[src/rtl/score_tracker_if.sv]
// Event/score bus between FlappyBlock game logic and the score tracker.
// The master side (game) drives events; the slave side (tracker) drives scores.
interface score_tracker_if;
  logic        start_btn;
  logic        pass_pulse;
  logic        collide;
  logic [13:0] number;
  logic [13:0] score;
  logic [13:0] high_score;
  logic [1:0]  state;
  logic        new_record;

  modport master (
    output start_btn, pass_pulse, collide,
    input  number, score, high_score, state, new_record
  );

  modport slave (
    input  start_btn, pass_pulse, collide,
    output number, score, high_score, state, new_record
  );
endinterface

[src/rtl/score_tracker.sv]
// FlappyBlock score keeper: counts pipes passed, tracks the session high score
// and feeds the 2-digit display with a registered, blinking-in-OVER number.
module score_tracker #(
  parameter logic [13:0] MAX_SCORE    = 14'd99,
  parameter int unsigned BLINK_CYCLES = 32'd25_000_000
) (
  input logic            clk,
  input logic            rst_n,
  score_tracker_if.slave bus
);

  typedef enum logic [1:0] {
    ST_IDLE = 2'b00,
    ST_PLAY = 2'b01,
    ST_OVER = 2'b10,
    ST_BAD  = 2'b11
  } state_t;

  state_t      state_r, state_n;
  logic        sync1_r, sync2_r, sync3_r, start_evt_r;
  logic [13:0] score_r, score_n;
  logic [13:0] high_r, high_n;
  logic [13:0] number_r, number_n;
  logic        rec_r, rec_n;
  logic [31:0] cnt_r, cnt_n;
  logic        phase_r, phase_n;
  logic [13:0] pass_sat_s;

  // Saturating pass count; feeds both the running score and the final-score record check.
  always_comb begin
    pass_sat_s = score_r;
    if (bus.pass_pulse) begin
      if (score_r >= MAX_SCORE) begin
        pass_sat_s = MAX_SCORE;
      end else begin
        pass_sat_s = score_r + 14'd1;
      end
    end else begin
      pass_sat_s = score_r;
    end
  end

  // Game FSM next-state, score/record bookkeeping and OVER blink timing.
  always_comb begin
    state_n = state_r;
    score_n = score_r;
    high_n  = high_r;
    rec_n   = rec_r;
    cnt_n   = cnt_r;
    phase_n = phase_r;
    case (state_r)
      ST_IDLE: begin
        if (start_evt_r) begin
          state_n = ST_PLAY;
          score_n = 14'd0;
          rec_n   = 1'b0;
        end else begin
          state_n = ST_IDLE;
        end
      end
      ST_PLAY: begin
        score_n = pass_sat_s;
        if (bus.collide) begin
          state_n = ST_OVER;
          cnt_n   = 32'd0;
          phase_n = 1'b0;
          // A pass in the collision cycle already counts toward the final score.
          if (pass_sat_s > high_r) begin
            high_n = pass_sat_s;
            rec_n  = 1'b1;
          end else begin
            high_n = high_r;
          end
        end else begin
          state_n = ST_PLAY;
        end
      end
      ST_OVER: begin
        if (start_evt_r) begin
          state_n = ST_PLAY;
          score_n = 14'd0;
          rec_n   = 1'b0;
        end else if (cnt_r >= BLINK_CYCLES - 32'd1) begin
          cnt_n   = 32'd0;
          phase_n = ~phase_r;
        end else begin
          cnt_n   = cnt_r + 32'd1;
        end
      end
      default: begin
        state_n = ST_IDLE;
      end
    endcase
  end

  // Display source select; registered below so number lags its source by one cycle.
  always_comb begin
    number_n = 14'd0;
    case (state_r)
      ST_IDLE: number_n = high_r;
      ST_PLAY: number_n = score_r;
      ST_OVER: begin
        if (phase_r) begin
          number_n = high_r;
        end else begin
          number_n = score_r;
        end
      end
      default: number_n = 14'd0;
    endcase
  end

  // Start-button synchronizer, edge detect and all architectural state.
  always_ff @(posedge clk or negedge rst_n) begin
    if (!rst_n) begin
      sync1_r     <= 1'b0;
      sync2_r     <= 1'b0;
      sync3_r     <= 1'b0;
      start_evt_r <= 1'b0;
      state_r     <= ST_IDLE;
      score_r     <= 14'd0;
      high_r      <= 14'd0;
      rec_r       <= 1'b0;
      cnt_r       <= 32'd0;
      phase_r     <= 1'b0;
      number_r    <= 14'd0;
    end else begin
      sync1_r     <= bus.start_btn;
      sync2_r     <= sync1_r;
      sync3_r     <= sync2_r;
      start_evt_r <= sync2_r & ~sync3_r;
      state_r     <= state_n;
      score_r     <= score_n;
      high_r      <= high_n;
      rec_r       <= rec_n;
      cnt_r       <= cnt_n;
      phase_r     <= phase_n;
      number_r    <= number_n;
    end
  end

  assign bus.number     = number_r;
  assign bus.score      = score_r;
  assign bus.high_score = high_r;
  assign bus.state      = state_r;
  assign bus.new_record = rec_r;

endmodule

[src/flat_wrapper.sv]
// flat-port wrapper written by rule: the top's interface ports become plain ports
module score_tracker_flat 
#(
  parameter logic [13:0] MAX_SCORE    = 14'd99,
  parameter int unsigned BLINK_CYCLES = 32'd25_000_000
)
  (clk, rst_n, bus_start_btn, bus_pass_pulse, bus_collide, bus_number, bus_score, bus_high_score, bus_state, bus_new_record);
  score_tracker_if bus_i ();
  input logic clk;
  input logic rst_n;
  input wire logic [$bits(bus_i.start_btn)-1:0] bus_start_btn;
  input wire logic [$bits(bus_i.pass_pulse)-1:0] bus_pass_pulse;
  input wire logic [$bits(bus_i.collide)-1:0] bus_collide;
  output wire logic [$bits(bus_i.number)-1:0] bus_number;
  output wire logic [$bits(bus_i.score)-1:0] bus_score;
  output wire logic [$bits(bus_i.high_score)-1:0] bus_high_score;
  output wire logic [$bits(bus_i.state)-1:0] bus_state;
  output wire logic [$bits(bus_i.new_record)-1:0] bus_new_record;
  assign bus_i.start_btn = bus_start_btn;
  assign bus_i.pass_pulse = bus_pass_pulse;
  assign bus_i.collide = bus_collide;
  assign bus_number = bus_i.number;
  assign bus_score = bus_i.score;
  assign bus_high_score = bus_i.high_score;
  assign bus_state = bus_i.state;
  assign bus_new_record = bus_i.new_record;
  score_tracker #(.MAX_SCORE(MAX_SCORE), .BLINK_CYCLES(BLINK_CYCLES)) u_core (.clk(clk), .rst_n(rst_n), .bus(bus_i));
endmodule
[config.mk]
export PLATFORM = sky130hd
export DESIGN_NAME = score_tracker_flat
export DESIGN_NICKNAME = d
export VERILOG_FILES = /design/src/rtl/score_tracker_if.sv /design/src/rtl/score_tracker.sv /design/src/flat_wrapper.sv
export SDC_FILE = /design/constraint.sdc
export NUM_CORES = 1
export LEC_CHECK = 0
export CAP_MARGIN = 20
export CELL_PAD_IN_SITES_DETAIL_PLACEMENT = 0
export CELL_PAD_IN_SITES_GLOBAL_PLACEMENT = 1
export CORE_MARGIN = 2
export CORE_UTILIZATION = 26
export DETAILED_ROUTE_END_ITERATION = 16
export GPL_TIMING_DRIVEN = 0
export PLACE_DENSITY = 0.55
export SYNTH_ARGS = -nofsm -noshare
export SYNTH_HDL_FRONTEND = slang
export SYNTH_SLANG_ARGS = --single-unit
[constraint.sdc]
create_clock -name clk -period 4.49 [get_ports clk]
set_clock_uncertainty 0.2 [all_clocks]
set_input_delay 0.6735 -clock clk [delete_from_list [all_inputs] [get_ports clk]]
set_output_delay 0.6735 -clock clk [all_outputs]
set_load 0.02 [all_outputs]
Word-level counts from Yosys, hierarchy flattened
Index checks and enable logic that the tools add are counted.
{"block": "classes", "add_sub_neg": 2, "n_lt_le_gt_ge": 3, "n_eq_ne": 8, "n_mux": 22, "n_bitwise": 3, "n_reduce_logical": 9}
{"op": "32-bit 2-to-1 mux", "n": 3}
{"op": "32-bit one-hot mux with 2 select lines", "n": 1}
{"op": "14-bit 2-to-1 mux", "n": 4}
{"op": "14-bit one-hot mux with 3 select lines", "n": 1}
{"op": "32-bit by 1-bit adder with 32-bit output (second input constant)", "n": 1}
{"op": "32-bit by 25-bit >= comparator with 1-bit output (second input constant)", "n": 1}
{"op": "14-bit one-hot mux with 2 select lines", "n": 1}
{"op": "14-bit by 1-bit adder with 14-bit output (second input constant)", "n": 1}
{"op": "14-bit by 7-bit >= comparator with 1-bit output (second input constant)", "n": 1}
{"op": "14-bit > comparator", "n": 1}
{"op": "2-bit by 1-bit inequality test with 1-bit output (second input constant)", "n": 4}
{"op": "4-bit AND reduction", "n": 2}
{"op": "1-bit 2-to-1 mux", "n": 7}
{"op": "2-bit one-hot mux with 3 select lines", "n": 1}
{"op": "3-bit AND reduction", "n": 2}
{"op": "2-bit 2-to-1 mux", "n": 2}
{"op": "2-bit inequality test (second input constant)", "n": 2}
{"op": "1-bit one-hot mux with 2 select lines", "n": 2}
{"op": "2-bit nonzero test", "n": 2}
{"op": "2-bit by 1-bit equality test with 1-bit output (second input constant)", "n": 1}
{"op": "2-bit equality test (second input constant)", "n": 1}
{"op": "2-bit logical NOT", "n": 1}
{"op": "1-bit inverter", "n": 2}
{"op": "2-bit AND reduction", "n": 1}
{"op": "2 further kinds", "n": 2}
{"block": "word_totals", "regBits": 82, "inputBits": 5, "wordCells": 58}

Longest topological paths before layout
{"block": "logic_depth", "word_depth": 7, "depth_mapped": 13, "mapped_depth_nobuf": 11}

Least setup slack after synthesis
OpenSTA, ideal clock, no wires.
{"block": "synth_timing", "kind": "input to register", "start": "in bus_pass_pulse", "end": "reg u_core.high_r[2] (netlist: u_core.bus.high_score[2])", "setup_ns": 0.134, "arrival_ns": 3.064, "required_ns": 4.156, "path_slack_ns": 1.092, "path_stages": 13, "path_cell_list": "buf_2 and4_1 clkbuf_2 and3_1 and3_1 o21a_1 ha_1 a21o_1 a21o_1 a21o_1 a211oi_2 buf_2 o32ai_1"}
{"block": "synth_between", "elab_chain_len": 3}
{"element": "start, declared", "line_no": "flat_wrapper.sv:12", "rtl": "input wire logic [$bits(bus_i.pass_pulse)-1:0] bus_pass_pulse;"}
{"element": "14-bit 2-to-1 mux", "line_no": "score_tracker.sv:32", "rtl": "if (bus.pass_pulse) begin"}
{"element": "net u_core.pass_sat_s[11]", "line_no": "score_tracker.sv:27", "rtl": "logic [13:0] pass_sat_s;"}
{"element": "14-bit > comparator", "line_no": "score_tracker.sv:68", "rtl": "if (pass_sat_s > high_r) begin"}
{"element": "3-bit AND reduction (no source line)"}
{"element": "end signal, assigned", "line_no": "score_tracker.sv:134", "rtl": "high_r <= high_n;"}
{"element": "end, declared", "line_no": "score_tracker.sv:22", "rtl": "logic [13:0] high_r, high_n;"}
The timed path passes the listed nets, and every way through them passes these cells.
A chain may end at the register's enable or synchronous reset.

Worst setup path in the final report
{"block": "layout_timing", "start": "reg u_core.score_r[0] (netlist: u_core.bus.score[0])", "end": "reg u_core.high_r[5] (netlist: u_core.bus.high_score[5])"}
{"block": "layout_between", "elab_chain_len": 5}
{"element": "start, declared", "line_no": "score_tracker.sv:21", "rtl": "logic [13:0] score_r, score_n;"}
{"element": "start signal, assigned", "line_no": "score_tracker.sv:133", "rtl": "score_r <= score_n;"}
{"element": "14-bit by 1-bit adder with 14-bit output or 14-bit by 7-bit >= comparator with 1-bit output (tied branches)", "line_no": "score_tracker.sv:36, score_tracker.sv:33"}
{"element": "14-bit 2-to-1 mux (*)", "line_no": "score_tracker.sv:33", "rtl": "if (score_r >= MAX_SCORE) begin"}
{"element": "14-bit 2-to-1 mux (*)", "line_no": "score_tracker.sv:32"}
{"element": "net u_core.pass_sat_s[1]", "line_no": "score_tracker.sv:27"}
{"element": "14-bit > comparator (*)", "line_no": "score_tracker.sv:68"}
{"element": "3-bit AND reduction (no source line) (*)"}
Mark *: on every way through the listed nets, which the timed path passes. The rest lies on a longest branch.

==> flow_metrics.tcl <==
set metrics [dict create \
    status "finished, final reports clean" \
    cp_top_family "compound AO/OA/AOI/OAI gates" \
    yosys-top-cells-area "dfrtp_1 47%, ha_1 4.6%, a22o_1 4.5%" \
    hold_class "primary input to async pin" \
    synth_edf_count 0 \
    wl_um 11900 \
    ff2ff_setup_slack_ps 430 \
    root_buffer "clkbuf_16" \
    slew_viol_final 0 \
    hold_viol_final 0 \
    busiest_layer "met2" \
    io_buffers 48 \
    synth_warnings 0 \
    gr-total-overflow 0 \
    p_seq_share_pct 42.4 \
    core_area_um2 16400 \
    post-route-util_pct 32.9 \
    grtUsageMet1_pct 18.6 \
    yosysSeqAreaShare_pct 47.5 \
    final_cell_mix "82 x dfrtp_1, 47 x clkdlybuf4s50_1, 45 x nor2_1" \
    crit_arrival_ps 4140 \
    slowest_delay_ps 480 \
    tns_ps 0 \
    cts_buffers 9 \
    antennaDiodeCount 0 \
    combPwrFrac_pct 20.6 \
    r2r-start "u_core.bus.score[0]" \
    dpl_cell_area_um2 5100 \
    ant_nets 0 \
    die_y_um 133 \
    peakVddDrop_mv 0.204 \
    nets 521 \
    p_clk_share_pct 37.0 \
    grt_usage_pct 14.5 \
    initial_utilization_pct 26.3 \
    drive_gt1_share_pct 7.33 \
    worstPathCellList "ha_1, nor4_1, o211ai_1, buf_2, o21ai_0, o21ai_0, ha_1, nand3_1, o31a_1, o21a_1, a211oi_2, buf_2, o32a_1" \
    cts_tree "yes" \
    synth_seq_cells 82 \
    slew_headroom_pct 45.5 \
    grt_pass1_wl_um 19900 \
    grt_antenna_before_repair 0 \
    worst_slew_pin_slew_ps 817 \
    row_count 47 \
    ff2ff_path_depth 13 \
    endpoint_kind "flop" \
    async_reset_ff_share_pct 100 \
    area_growth_pct 24.9 \
    rsz0062_at_grt "no" \
    fillCellCount 1674 \
    vias 3535 \
    power_density_nw_per_um2 368 \
    cp-endpoint "u_core.bus.high_score[5]" \
    syn_inst 439 \
    internal_power_uw 1390 \
    holdWs_ps 12.4 \
    post-route-period-util_pct 90.4 \
    cp_max_fo 10 \
    synth_top_area_share_pct 47.5 \
    first_pass_iters 4 \
    fin_area_um2 5400 \
    routabilityCongestion 0.834 \
    cp-start-kind "flop" \
    dpl.hpwl_um 8460 \
    grt_max_degree 64 \
    cts_buffer_depth 2 \
    slowest_stage "dfrtp_1" \
    fmax_ghz 0.246 \
    r2r_end "u_core.bus.high_score[5]" \
    startpoint "u_core.bus.score[0]" \
    grt_use_met3_pct 4.21 \
    viasPerCell 4.88 \
    p_sw_uw 598 \
    cts.htree.levels 3 \
    synth_flop_cell "dfrtp_1" \
    p_leak_uw 0.00236 \
    drc 0 \
    grt_pass1_vias 3577 \
    clkTransAtPathRegs_ps 60 \
    cap_violations 0 \
    cp_num_cells 13 \
    first_iter_violations 190 \
    holdBufCountCts 0 \
    synth_top_cell_by_area "dfrtp_1" \
    ys_types 55 \
    grt_util_met2_pct 23.7 \
    io_pins 50 \
    cp.required_ps 4570 \
    wire_per_inst_um 16.5 \
    cts.sinks 82 \
    layoutNonFillerInstCount 725 \
    die_area_um2 17700 \
    die_x_um 133 \
    synth_area_per_cell_um2 9.85 \
    setup_violations 0 \
    clk-insertion-delay-late_ps 350 \
    cts_setup_buffers 0 \
    syn-num-nets 460 \
    switching_share_pct 30.1 \
    cts_resized 0 \
    final_common_cell "dfrtp_1" \
    path_buf_inv 2 \
    finalCriticalPeriod_ps 4060 \
    path_class "flop to flop" \
    syn_area_um2 4320 \
    dp.cells 708 \
]
[power by group through the flow]
stage	clock (uW)	sequential [uW]	combinational (uW)
after CTS	760	842	416
after detailed placement	0	855	414
after floorplan	0	902	174
final	734	842	409
after global placement	0	856	411
after global routing	790	849	454
[cells in the mapped netlist (all sizes together) (5+ instances only)]
cell type	count
a21oi	20
a22o	22
a31oi	6
a41oi	5
and2	9
and3	10
and4	5
buf	8
clkbuf	10
dfrtp	82
ha	16
inv	22
nand2	38
nand2b	5
nand3	7
nand4	9
nor2	45
nor3	14
o21ai	22
o22ai	6
o32ai	10
xnor2	18
[how the worst min path moves through the flow]
stage | start | endpoint | slack [ps] | depth (start not counted)
floorplan | u_core.sync1_r | u_core.sync2_r | 130 | 0
global placement | u_core.sync1_r | u_core.sync2_r | 140 | 0
detailed placement | u_core.sync1_r | u_core.sync2_r | 140 | 0
CTS | rst_n | u_core.bus.high_score[3] | 10 | 1
global route | rst_n | u_core.bus.high_score[3] | 30 | 1
finish | rst_n | u_core.bus.high_score[3] | 10 | 1
[state kept, by name (all words and copies together), names as in the netlist]
register	cells
u_core.cnt_r	32
u_core.bus.state	2
u_core.phase_r	1
u_core.sync2_r	1
u_core.bus.new_record	1
u_core.start_evt_r	1
u_core.bus.number	14
u_core.bus.high_score	14
u_core.sync3_r	1
u_core.bus.score	14
u_core.sync1_r	1
[through the flow]
stage / setup slack, ps / total power, uW
floorplan: 1090 / 1080
global placement: -705 / 1270
detailed placement: 434 / 1270
CTS: 409 / 2020
global route: 59.5 / 2090
finish: 432 / 1990
[worst register-to-register path, delay by kind of cell (launching register included)]
family	cells	cell delay (ps)
adders and majority gates	2	630
DFF	1	480
AOI/OAI and AO/OA	7	1680
buffers and inverters	2	600
and+or+nand+nor	2	420
[layout make-up]
class / instances / area [um2] / share of cell area (%)
Multi-Input combinational cell: 317 / 2100 / 39.0
Sequential cell: 82 / 2050 / 38.0
Timing Repair Buffer: 50 / 513 / 9.50
Tap cell: 220 / 275 / 5.10
Clock buffer: 10 / 229 / 4.24
Buffer: 18 / 83.8 / 1.55
Inverter: 22 / 82.6 / 1.53
Clock inverter: 6 / 57.6 / 1.07
[logic make-up after synthesis]
logic type | count (synthesis) | synth area share (%)
xor gates and xnor gates | 22 | 4.46
AOI/OAI and AO/OA | 116 | 19.7
DFF | 82 | 47.5
and+or+nand+nor | 162 | 19.6
buffers and inverters | 40 | 3.85
muxes | 1 | 0.260
adders and majority gates | 16 | 4.63
[layer usage]
layer | up-vias | wire length [um]
li1 | 1734 | -
met3 | 14 | 540
met5 | - | 0
met1 | 1713 | 5490
met4 | 0 | 191
met2 | 74 | 5720
No activity file was read; power rests on OpenSTA's default activity.
